File: config.mk
export PLATFORM = sky130hd
export DESIGN_NAME = blink_rate_controller_flat
export DESIGN_NICKNAME = d
export VERILOG_FILES = /design/src/rtl/blink_rate_controller_if.sv /design/src/rtl/blink_rate_controller.sv /design/src/flat_wrapper.sv
export SDC_FILE = /design/constraint.sdc
export NUM_CORES = 1
export LEC_CHECK = 0
export ABC_AREA = 1
export CAP_MARGIN = 20
export CELL_PAD_IN_SITES_DETAIL_PLACEMENT = 1
export CELL_PAD_IN_SITES_GLOBAL_PLACEMENT = 2
export CORE_MARGIN = 8
export CORE_UTILIZATION = 37
export DETAILED_ROUTE_END_ITERATION = 8
export PLACE_DENSITY_LB_ADDON = 0.25
export SLEW_MARGIN = 40
export SYNTH_ARGS = -nofsm -noshare
export SYNTH_HDL_FRONTEND = slang
export SYNTH_SLANG_ARGS = --single-unit
export TNS_END_PERCENT = 50
File: constraint.sdc
create_clock -name CLOCK_50 -period 3.3 [get_ports CLOCK_50]
set_input_delay 0.66 -clock CLOCK_50 [delete_from_list [all_inputs] [get_ports CLOCK_50]]
set_output_delay 0.66 -clock CLOCK_50 [all_outputs]
set_load 0.01 [all_outputs]
File: src/rtl/blink_rate_controller_if.sv
// Bundles the push-button inputs and LED/status outputs of the blink rate
// controller into one port.
//   KEY     : raw active-low push buttons (0 = pressed), asynchronous
//   LEDR    : 8-bit blink counter
//   RATE    : one-hot rate multiplier (0001=x1, 0010=x2, 0100=x4, 1000=x8)
//   RUNNING : 1 while running, 0 while paused
//   TICK    : single-cycle pulse on each accumulator crossing
// The slave modport is the controller side; master is the board/bench side.
interface blink_rate_controller_if;
  logic [3:0] KEY;
  logic [7:0] LEDR;
  logic [3:0] RATE;
  logic       RUNNING;
  logic       TICK;

  modport master (output KEY, input LEDR, input RATE, input RUNNING, input TICK);
  modport slave  (input KEY, output LEDR, output RATE, output RUNNING, output TICK);
endinterface

File: src/rtl/blink_rate_controller.sv
// Blink rate controller for the LEDR bank.
// Debounces the four active-low push buttons, turns debounced presses into
// commands (KEY[0] rate down, KEY[1] rate up, KEY[2] run/pause toggle,
// KEY[3] clear) and runs a rate-weighted tick accumulator that advances the
// 8-bit LED counter.
// Ports:
//   CLOCK_50 : board clock, all logic on the rising edge
//   RESET    : synchronous reset, active-high
//   bus      : KEY in; LEDR, RATE, RUNNING, TICK out (slave modport)
module blink_rate_controller #(
  parameter int TICK_LIMIT      = 50000000,
  parameter int DEBOUNCE_CYCLES = 1000000,
  parameter int ACC_W           = 27
) (
  input  logic                   CLOCK_50,
  input  logic                   RESET,
  blink_rate_controller_if.slave bus
);

  // The debounce counter only ever needs to reach DEBOUNCE_CYCLES-1.
  localparam int                 CNT_W    = (DEBOUNCE_CYCLES > 1) ? $clog2(DEBOUNCE_CYCLES) : 1;
  localparam logic [CNT_W-1:0]   CNT_LAST = CNT_W'(DEBOUNCE_CYCLES - 1);
  localparam logic [ACC_W-1:0]   LIMIT    = ACC_W'(TICK_LIMIT);

  typedef enum logic {RUN, PAUSE} state_t;

  logic [3:0]       sync_a;
  logic [3:0]       sync_b;
  logic [3:0]       level;
  logic [3:0]       level_d;
  logic [3:0]       press;
  logic [CNT_W-1:0] count [4];

  state_t           state;
  logic [3:0]       rate;
  logic [ACC_W-1:0] acc;
  logic [ACC_W-1:0] sum;
  logic [7:0]       led;
  logic             tick;
  logic             tick_hit;

  // Input path. The debounced level follows the synchronised key only after
  // it has disagreed for DEBOUNCE_CYCLES consecutive cycles; any agreement
  // restarts the count. A press is a registered 1->0 edge of the level.
  always_ff @(posedge CLOCK_50) begin
    if (RESET) begin
      sync_a  <= '1;
      sync_b  <= '1;
      level   <= '1;
      level_d <= '1;
      press   <= '0;
      for (int i = 0; i < 4; i++) begin
        count[i] <= '0;
      end
    end else begin
      sync_a  <= bus.KEY;
      sync_b  <= sync_a;
      level_d <= level;
      press   <= level_d & ~level;
      for (int i = 0; i < 4; i++) begin
        if (sync_b[i] == level[i]) begin
          count[i] <= '0;
        end else if (count[i] == CNT_LAST) begin
          level[i] <= sync_b[i];
          count[i] <= '0;
        end else begin
          count[i] <= count[i] + CNT_W'(1);
        end
      end
    end
  end

  // The one-hot rate code is numerically equal to the multiplier itself.
  always_comb begin
    sum      = acc + ACC_W'(rate);
    tick_hit = (sum >= LIMIT);
  end

  // Run/pause FSM with the accumulator. Clear is applied last so that it
  // overrides a tick landing on the same cycle; rate changes take effect
  // from the following cycle because this cycle's sum used the old rate.
  always_ff @(posedge CLOCK_50) begin
    if (RESET) begin
      state <= RUN;
      rate  <= 4'b0001;
      acc   <= '0;
      led   <= '0;
      tick  <= 1'b0;
    end else begin
      tick <= 1'b0;
      if (state == RUN) begin
        if (tick_hit) begin
          acc  <= sum - LIMIT;
          led  <= led + 8'd1;
          tick <= 1'b1;
        end else begin
          acc <= sum;
        end
      end
      if (press[3]) begin
        acc  <= '0;
        led  <= '0;
        tick <= 1'b0;
      end
      if (press[2]) begin
        state <= (state == RUN) ? PAUSE : RUN;
      end
      if (press[1] && !press[0]) begin
        rate <= rate[3] ? rate : (rate << 1);
      end else if (press[0] && !press[1]) begin
        rate <= rate[0] ? rate : (rate >> 1);
      end
    end
  end

  assign bus.LEDR    = led;
  assign bus.RATE    = rate;
  assign bus.RUNNING = (state == RUN);
  assign bus.TICK    = tick;

endmodule

File: src/flat_wrapper.sv
// flat-port wrapper written by rule: the top's interface ports become plain ports
module blink_rate_controller_flat 
#(
  parameter int TICK_LIMIT      = 50000000,
  parameter int DEBOUNCE_CYCLES = 1000000,
  parameter int ACC_W           = 27
)
  (CLOCK_50, RESET, bus_KEY, bus_LEDR, bus_RATE, bus_RUNNING, bus_TICK);
  blink_rate_controller_if bus_i ();
  input  logic CLOCK_50;
  input  logic RESET;
  input wire logic [$bits(bus_i.KEY)-1:0] bus_KEY;
  output wire logic [$bits(bus_i.LEDR)-1:0] bus_LEDR;
  output wire logic [$bits(bus_i.RATE)-1:0] bus_RATE;
  output wire logic [$bits(bus_i.RUNNING)-1:0] bus_RUNNING;
  output wire logic [$bits(bus_i.TICK)-1:0] bus_TICK;
  assign bus_i.KEY = bus_KEY;
  assign bus_LEDR = bus_i.LEDR;
  assign bus_RATE = bus_i.RATE;
  assign bus_RUNNING = bus_i.RUNNING;
  assign bus_TICK = bus_i.TICK;
  blink_rate_controller #(.TICK_LIMIT(TICK_LIMIT), .DEBOUNCE_CYCLES(DEBOUNCE_CYCLES), .ACC_W(ACC_W)) u_core (.CLOCK_50(CLOCK_50), .RESET(RESET), .bus(bus_i));
endmodule
# After elaboration in Yosys (flattened, before gate mapping)
# Memory sizes are Yosys's and may differ from the RTL's.
# Cells that the tools add are included.
[totals]
reg_bits = 61
ram_bits = 80
inputBits = 6
output_inout_bits = 14
elab_cells = 133
mem_count = 1
[classes]
addsub = 7
n_lt_le_gt_ge = 1
n_eq_ne = 10
muxes = 65
bitwise_logic = 19
reduce_logical = 15
[memory_table]
columns = ["memory", "depth", "word_bits", "read_ports", "rd_clocked_by_memory_dff", "write_ports", "line", "rtl"]
rows = [
  ["u_core.count", 4, 20, 4, 0, 4, "blink_rate_controller.sv:32", "logic [CNT_W-1:0] count [4];"],
]
[ops]
columns = ["operator", "n"]
rows = [
  ["$mux W20", 12],
  ["$add A20 B1 Y20 const B", 4],
  ["$eq A20 B20 Y1 const B", 4],
  ["$mux W1", 48],
  ["$add A27 B4 Y27", 1],
  ["$ge A27 B26 Y1 const B", 1],
  ["$mux W27", 1],
  ["$sub A27 B26 Y27 const B", 1],
  ["$mux W4", 4],
  ["$reduce_and A2 Y1", 7],
  ["$or A1 B1 Y1", 12],
  ["$add A8 B1 Y8 const B", 1],
  ["$not A1 Y1", 5],
  ["$and A4 B4 Y4", 1],
  ["$eq A1 B1 Y1", 4],
  ["$ne A2 B2 Y1 const B", 2],
  ["$not A4 Y4", 1],
  ["$reduce_and A3 Y1", 1],
  ["$reduce_or A3 Y1", 1],
  ["$logic_and A1 B1 Y1", 2],
  ["$logic_not A1 Y1", 2],
  ["$reduce_bool A2 Y1", 1],
  ["$reduce_or A2 Y1", 1],
]

# Longest topological paths before layout
[depth]
word_depth = 7
ltp_mapped = 24
mapped_depth_nobuf = 23

# Worst setup path before layout
# Ideal clock, no wire load.
[synth_timing]
kind = "register -> register"
from = "register u_core.rate[0] (netlist: u_core.bus.RATE[0])"
to = "register u_core.acc[20]"
setup_time_ps = 109
arrival_time_ps = 2827
required_time_ps = 3191
setup_slack_ps = 364
path_stages_with_launch = 25
n_path_buf = 1
period_less_slack_ps = 2936
path_cell_list = "dfxtp_1 ha_1 fa_1 nand2_1 nand2_1 nand2_1 nor2_4 nand2_1 nand2_1 inv_1 ha_1 inv_1 nor2_1 nand2_1 nand2_1 nand2_2 nand3_2 nand2_2 nand2_4 nand3_4 buf_6 nand2_1 nand3_1 nand2_1 inv_1"
[synth_between]
elab_chain_cells = 3
elab_cells_between_ends = 4
classes_between = "2 x add/sub; 1 x order compare; 1 x mux"
[synth_lines]
columns = ["item", "line", "rtl"]
rows = [
  ["start, declared", "blink_rate_controller.sv:35", "logic [3:0] rate;"],
  ["start signal, assigned", "blink_rate_controller.sv:109", "rate <= rate[3] ? rate : (rate << 1);"],
  ["start signal, assigned", "blink_rate_controller.sv:111", "rate <= rate[0] ? rate : (rate >> 1);"],
  ["$add A27 B4 Y27 *", "blink_rate_controller.sv:75", "sum = acc + ACC_W'(rate);"],
  ["$sub A27 B26 Y27 or $ge A27 B26 Y1 (tied branches)", "blink_rate_controller.sv:93, blink_rate_controller.sv:76", ""],
  ["$mux W27 *", "blink_rate_controller.sv:92", "if (tick_hit) begin"],
  ["end signal, assigned", "blink_rate_controller.sv:93", "acc <= sum - LIMIT;"],
  ["end signal, assigned", "blink_rate_controller.sv:97", "acc <= sum;"],
  ["end, declared", "blink_rate_controller.sv:36", "logic [ACC_W-1:0] acc;"],
]
# Mark *: on every way between the ends. The rest lies on a longest branch, timed or not.
# A chain may end at the register's enable or synchronous reset.

# Final worst setup path
[layout_timing]
from = "register u_core.rate[0] (netlist: u_core.bus.RATE[0])"
to = "register u_core.led[4] (netlist: u_core.bus.LEDR[4])"
[layout_between]
elab_chain_cells = 3
[layout_lines]
columns = ["item", "line", "rtl"]
rows = [
  ["$add A27 B4 Y27", "blink_rate_controller.sv:75", ""],
  ["$ge A27 B26 Y1", "blink_rate_controller.sv:76", "tick_hit = (sum >= LIMIT);"],
  ["$reduce_and A2 Y1 (no source line)", "-", ""],
  ["end signal, assigned", "blink_rate_controller.sv:94", "led <= led + 8'd1;"],
  ["end, declared", "blink_rate_controller.sv:38", "logic [7:0] led;"],
]
# No other way between the ends.

==> flow_summary.json <==
{
  "clock_latency_ns": 0.43,
  "track_usage": 0.1717,
  "initial_utilization": 0.3724,
  "cts_root_buf": "clkbuf_16",
  "clock_path_buffers": 2,
  "slew_headroom": 0.5720,
  "drt_iter0_drc": 414,
  "swShare": 0.2473,
  "grt_pass1_wl_mm": 39.70,
  "worstPathCellList": "ha_1 -> fa_1 -> buf_4 -> nand3_1 -> nand3_1 -> nand3_1 -> nand2_1 -> inv_2 -> nand2_2 -> nor2_2 -> nand2_1 -> nor2_2 -> nand2_4 -> nand3_4 -> buf_4 -> nand2_4 -> nand2_1 -> a21oi_1",
  "routabilityCongestion": 0.8589,
  "worstPathBufferInverterCount": 3,
  "post-route-util": 0.4390,
  "hold_path.class": "reg2reg",
  "rsz0062_at_grt": "no",
  "dr.pass1.iters": 5,
  "setup_violations": 0,
  "grt_pass1_vias": 7928,
  "num_rows": 56,
  "max_freq_ghz": 0.3356,
  "yosys_warnings": 0,
  "synth-edff-count": 80,
  "comb_power_share": 0.038,
  "final_cell_mix": "nand2_1, inv_1, nor2_1, nand3_1",
  "cts_made_buffers": 17,
  "fp.dieW_um": 169.0,
  "routed_via_density": 4.832,
  "dieArea_mm2": 0.02857,
  "cp_max_fo": 11,
  "core_mm2": 0.02326,
  "fin_ws_ns": 0.3199,
  "cp_slowest_cell": "fa_1",
  "final_common_cell": "nand2_1",
  "cts_setup_buffers": 0,
  "max_stage_delay_ns": 0.40,
  "leakage_nw": 4.414,
  "fin_nets": 1328,
  "antenna_found_initial": 0,
  "nFillCells": 3001,
  "postCtsResizedCells": 0,
  "grt_max_degree": 38,
  "hold_buffers": 0,
  "antenna_cells": 0,
  "io_buffers": 19,
  "syn_area_per_cell_um2": 7.280,
  "fin_crit_sh": 0.9030,
  "place_hpwl_mm": 18.36,
  "ys_seq_elements": 141,
  "finClkSkew_ns": 0.01359,
  "area_growth_pct": 17.88,
  "report.final.slew_viol_count": 0,
  "clkTransAtPathRegs_ns": 0.07,
  "ir_drop_mv": 0.3203,
  "tightest_slew_ns": 0.6410,
  "p_clk_frac": 0.478,
  "crit_type": "reg2reg",
  "cp.arrival_ns": 3.26,
  "finalSetupTns_ns": 0,
  "drcViolationCount": 0,
  "period_minus_slack_ns": 2.980,
  "grt_overflow": 0,
  "p_int_mw": 3.022,
  "antenna_violating_nets_post_route": 0,
  "async_flop_share": 0,
  "synth-seq-area-share": 0.4183,
  "numClockSinks": 141,
  "p_seq_frac": 0.485,
  "h-tree-depth": 4,
  "via_count": 7930,
  "synthFlopType": "edfxtp_1",
  "drv_cap": 0,
  "io_pins": 20,
  "power.density_mw_per_mm2": 393.1,
  "wirelength_mm": 23.66,
  "ys_types": 41,
  "cts_tree": "built",
  "routedWlPerCell_um": 14.42,
  "final_hold_viol_count": 0,
  "die_y_um": 169.0,
  "synth_area_mm2": 0.008663,
  "power_switching_mw": 0.9928,
  "start_kind": "flop",
  "place_ws_ns": 0.2182,
  "endpoint_kind": "flop",
  "status": "complete, no violations",
  "cp.required_ns": 3.58,
  "syn-instance-count": 1190,
  "crit_family": "simple AND/OR/NAND/NOR gates",
  "drive_gt1_frac": 0.09002
}
## worst register-to-register path: stages (launching register included)
cell	delay (ns)
dfxtp_1	0.32
ha_1	0.23
fa_1	0.40
buf_4	0.17
nand3_1	0.06
nand3_1	0.19
nand3_1	0.15
nand2_1	0.13
inv_2	0.13
nand2_2	0.08
nor2_2	0.11
nand2_1	0.10
nor2_2	0.17
nand2_4	0.08
nand3_4	0.07
buf_4	0.19
nand2_4	0.11
nand2_1	0.09
a21oi_1	0.06
## cells in the mapped netlist (8+ instances only)
cell / n / area (µm²)
dfxtp_1: 61 / 1221
inv_1: 167 / 626.9
ha_1: 12 / 150.1
nand3_1: 107 / 535.5
nor4_1: 19 / 118.9
or2_2: 13 / 81.33
o21ai_0: 20 / 100.1
nor2_1: 128 / 480.5
nand2_1: 283 / 1062
nor3_1: 35 / 175.2
xor2_1: 21 / 183.9
nor3b_1: 12 / 90.09
nand2_2: 15 / 93.84
o211ai_1: 8 / 60.06
a21oi_1: 77 / 385.4
nand4_1: 45 / 281.5
clkbuf_1: 15 / 56.30
edfxtp_1: 80 / 2402
nor2_2: 10 / 62.56
## power groups by stage
| stage | clock network (mW) | registers [mW] | logic [mW] |
|---|---|---|---|
| finish | 1.92 | 1.95 | 0.151 |
| global route | 2.05 | 1.95 | 0.178 |
| CTS | 1.99 | 1.95 | 0.150 |
| detailed placement | 0 | 1.98 | 0.149 |
| global placement | 0 | 1.98 | 0.146 |
| floorplan | 0 | 1.97 | 0.109 |
## final cells by class
type / instances / area (µm²) / share of cell area
clock buffers: 17 / 425.4 / 0.04166
clock inverters: 15 / 150.1 / 0.01470
inverters: 174 / 653.1 / 0.06395
multi-input cells: 929 / 4568 / 0.4473
flip-flops and latches: 141 / 3623 / 0.3548
well taps: 319 / 399.1 / 0.03908
repair buffers: 46 / 392.9 / 0.03847
## through the flow
step | hold WS [ns] | power (mW) | instance area (µm²) | cells
after floorplan | 0.3895 | 2.080 | 8960 | 1269
after global placement | 0.3911 | 2.128 | 9627 | 1609
after detailed placement | 0.3983 | 2.134 | 9627 | 1609
after CTS | 0.4139 | 4.082 | 10200 | 1641
after global routing | 0.4245 | 4.180 | 10210 | 1641
final | 0.4089 | 4.015 | 10210 | 1641
## final timing paths
check                                        start                  to  slack (ns)  depth (start not counted)
worst max-delay path            u_core.bus.RATE[0]  u_core.bus.LEDR[4]        0.32                         18
worst min-delay path             u_core.level_d[1]     u_core.press[1]        0.41                          2
worst max register to register  u_core.bus.RATE[0]  u_core.bus.LEDR[4]        0.32                         18
worst min register to register   u_core.level_d[1]     u_core.press[1]        0.41                          2
## sequential cells by signal, indices dropped and copies added (netlist names)
name             count
u_core.acc          27
u_core.bus.LEDR      8
u_core.bus.RATE      4
u_core.bus.TICK      1
u_core.count        80
u_core.level         4
u_core.level_d       4
u_core.press         4
u_core.state         1
u_core.sync_a        4
u_core.sync_b        4
## routing by layer
layer / part of all wire / up-vias / GRT usage
met4: 0.0069 / 0 / 0.03809
met5: 0 / - / 0
met3: 0.022 / 13 / 0.02586
met2: 0.47 / 65 / 0.2891
met1: 0.50 / 3752 / 0.2291
li1: - / 4100 / -
## cells by family after synthesis
kind of cell,share of synthesized area
AOI/OAI and AO/OA,0.08117
and+or+nand+nor,0.3634
other,0.0004329
adders and majority gates,0.01964
buffers and inverters,0.08983
DFF,0.4183
xor gates and xnor gates,0.02730
Note: power is estimated with default switching activity, not from simulation.
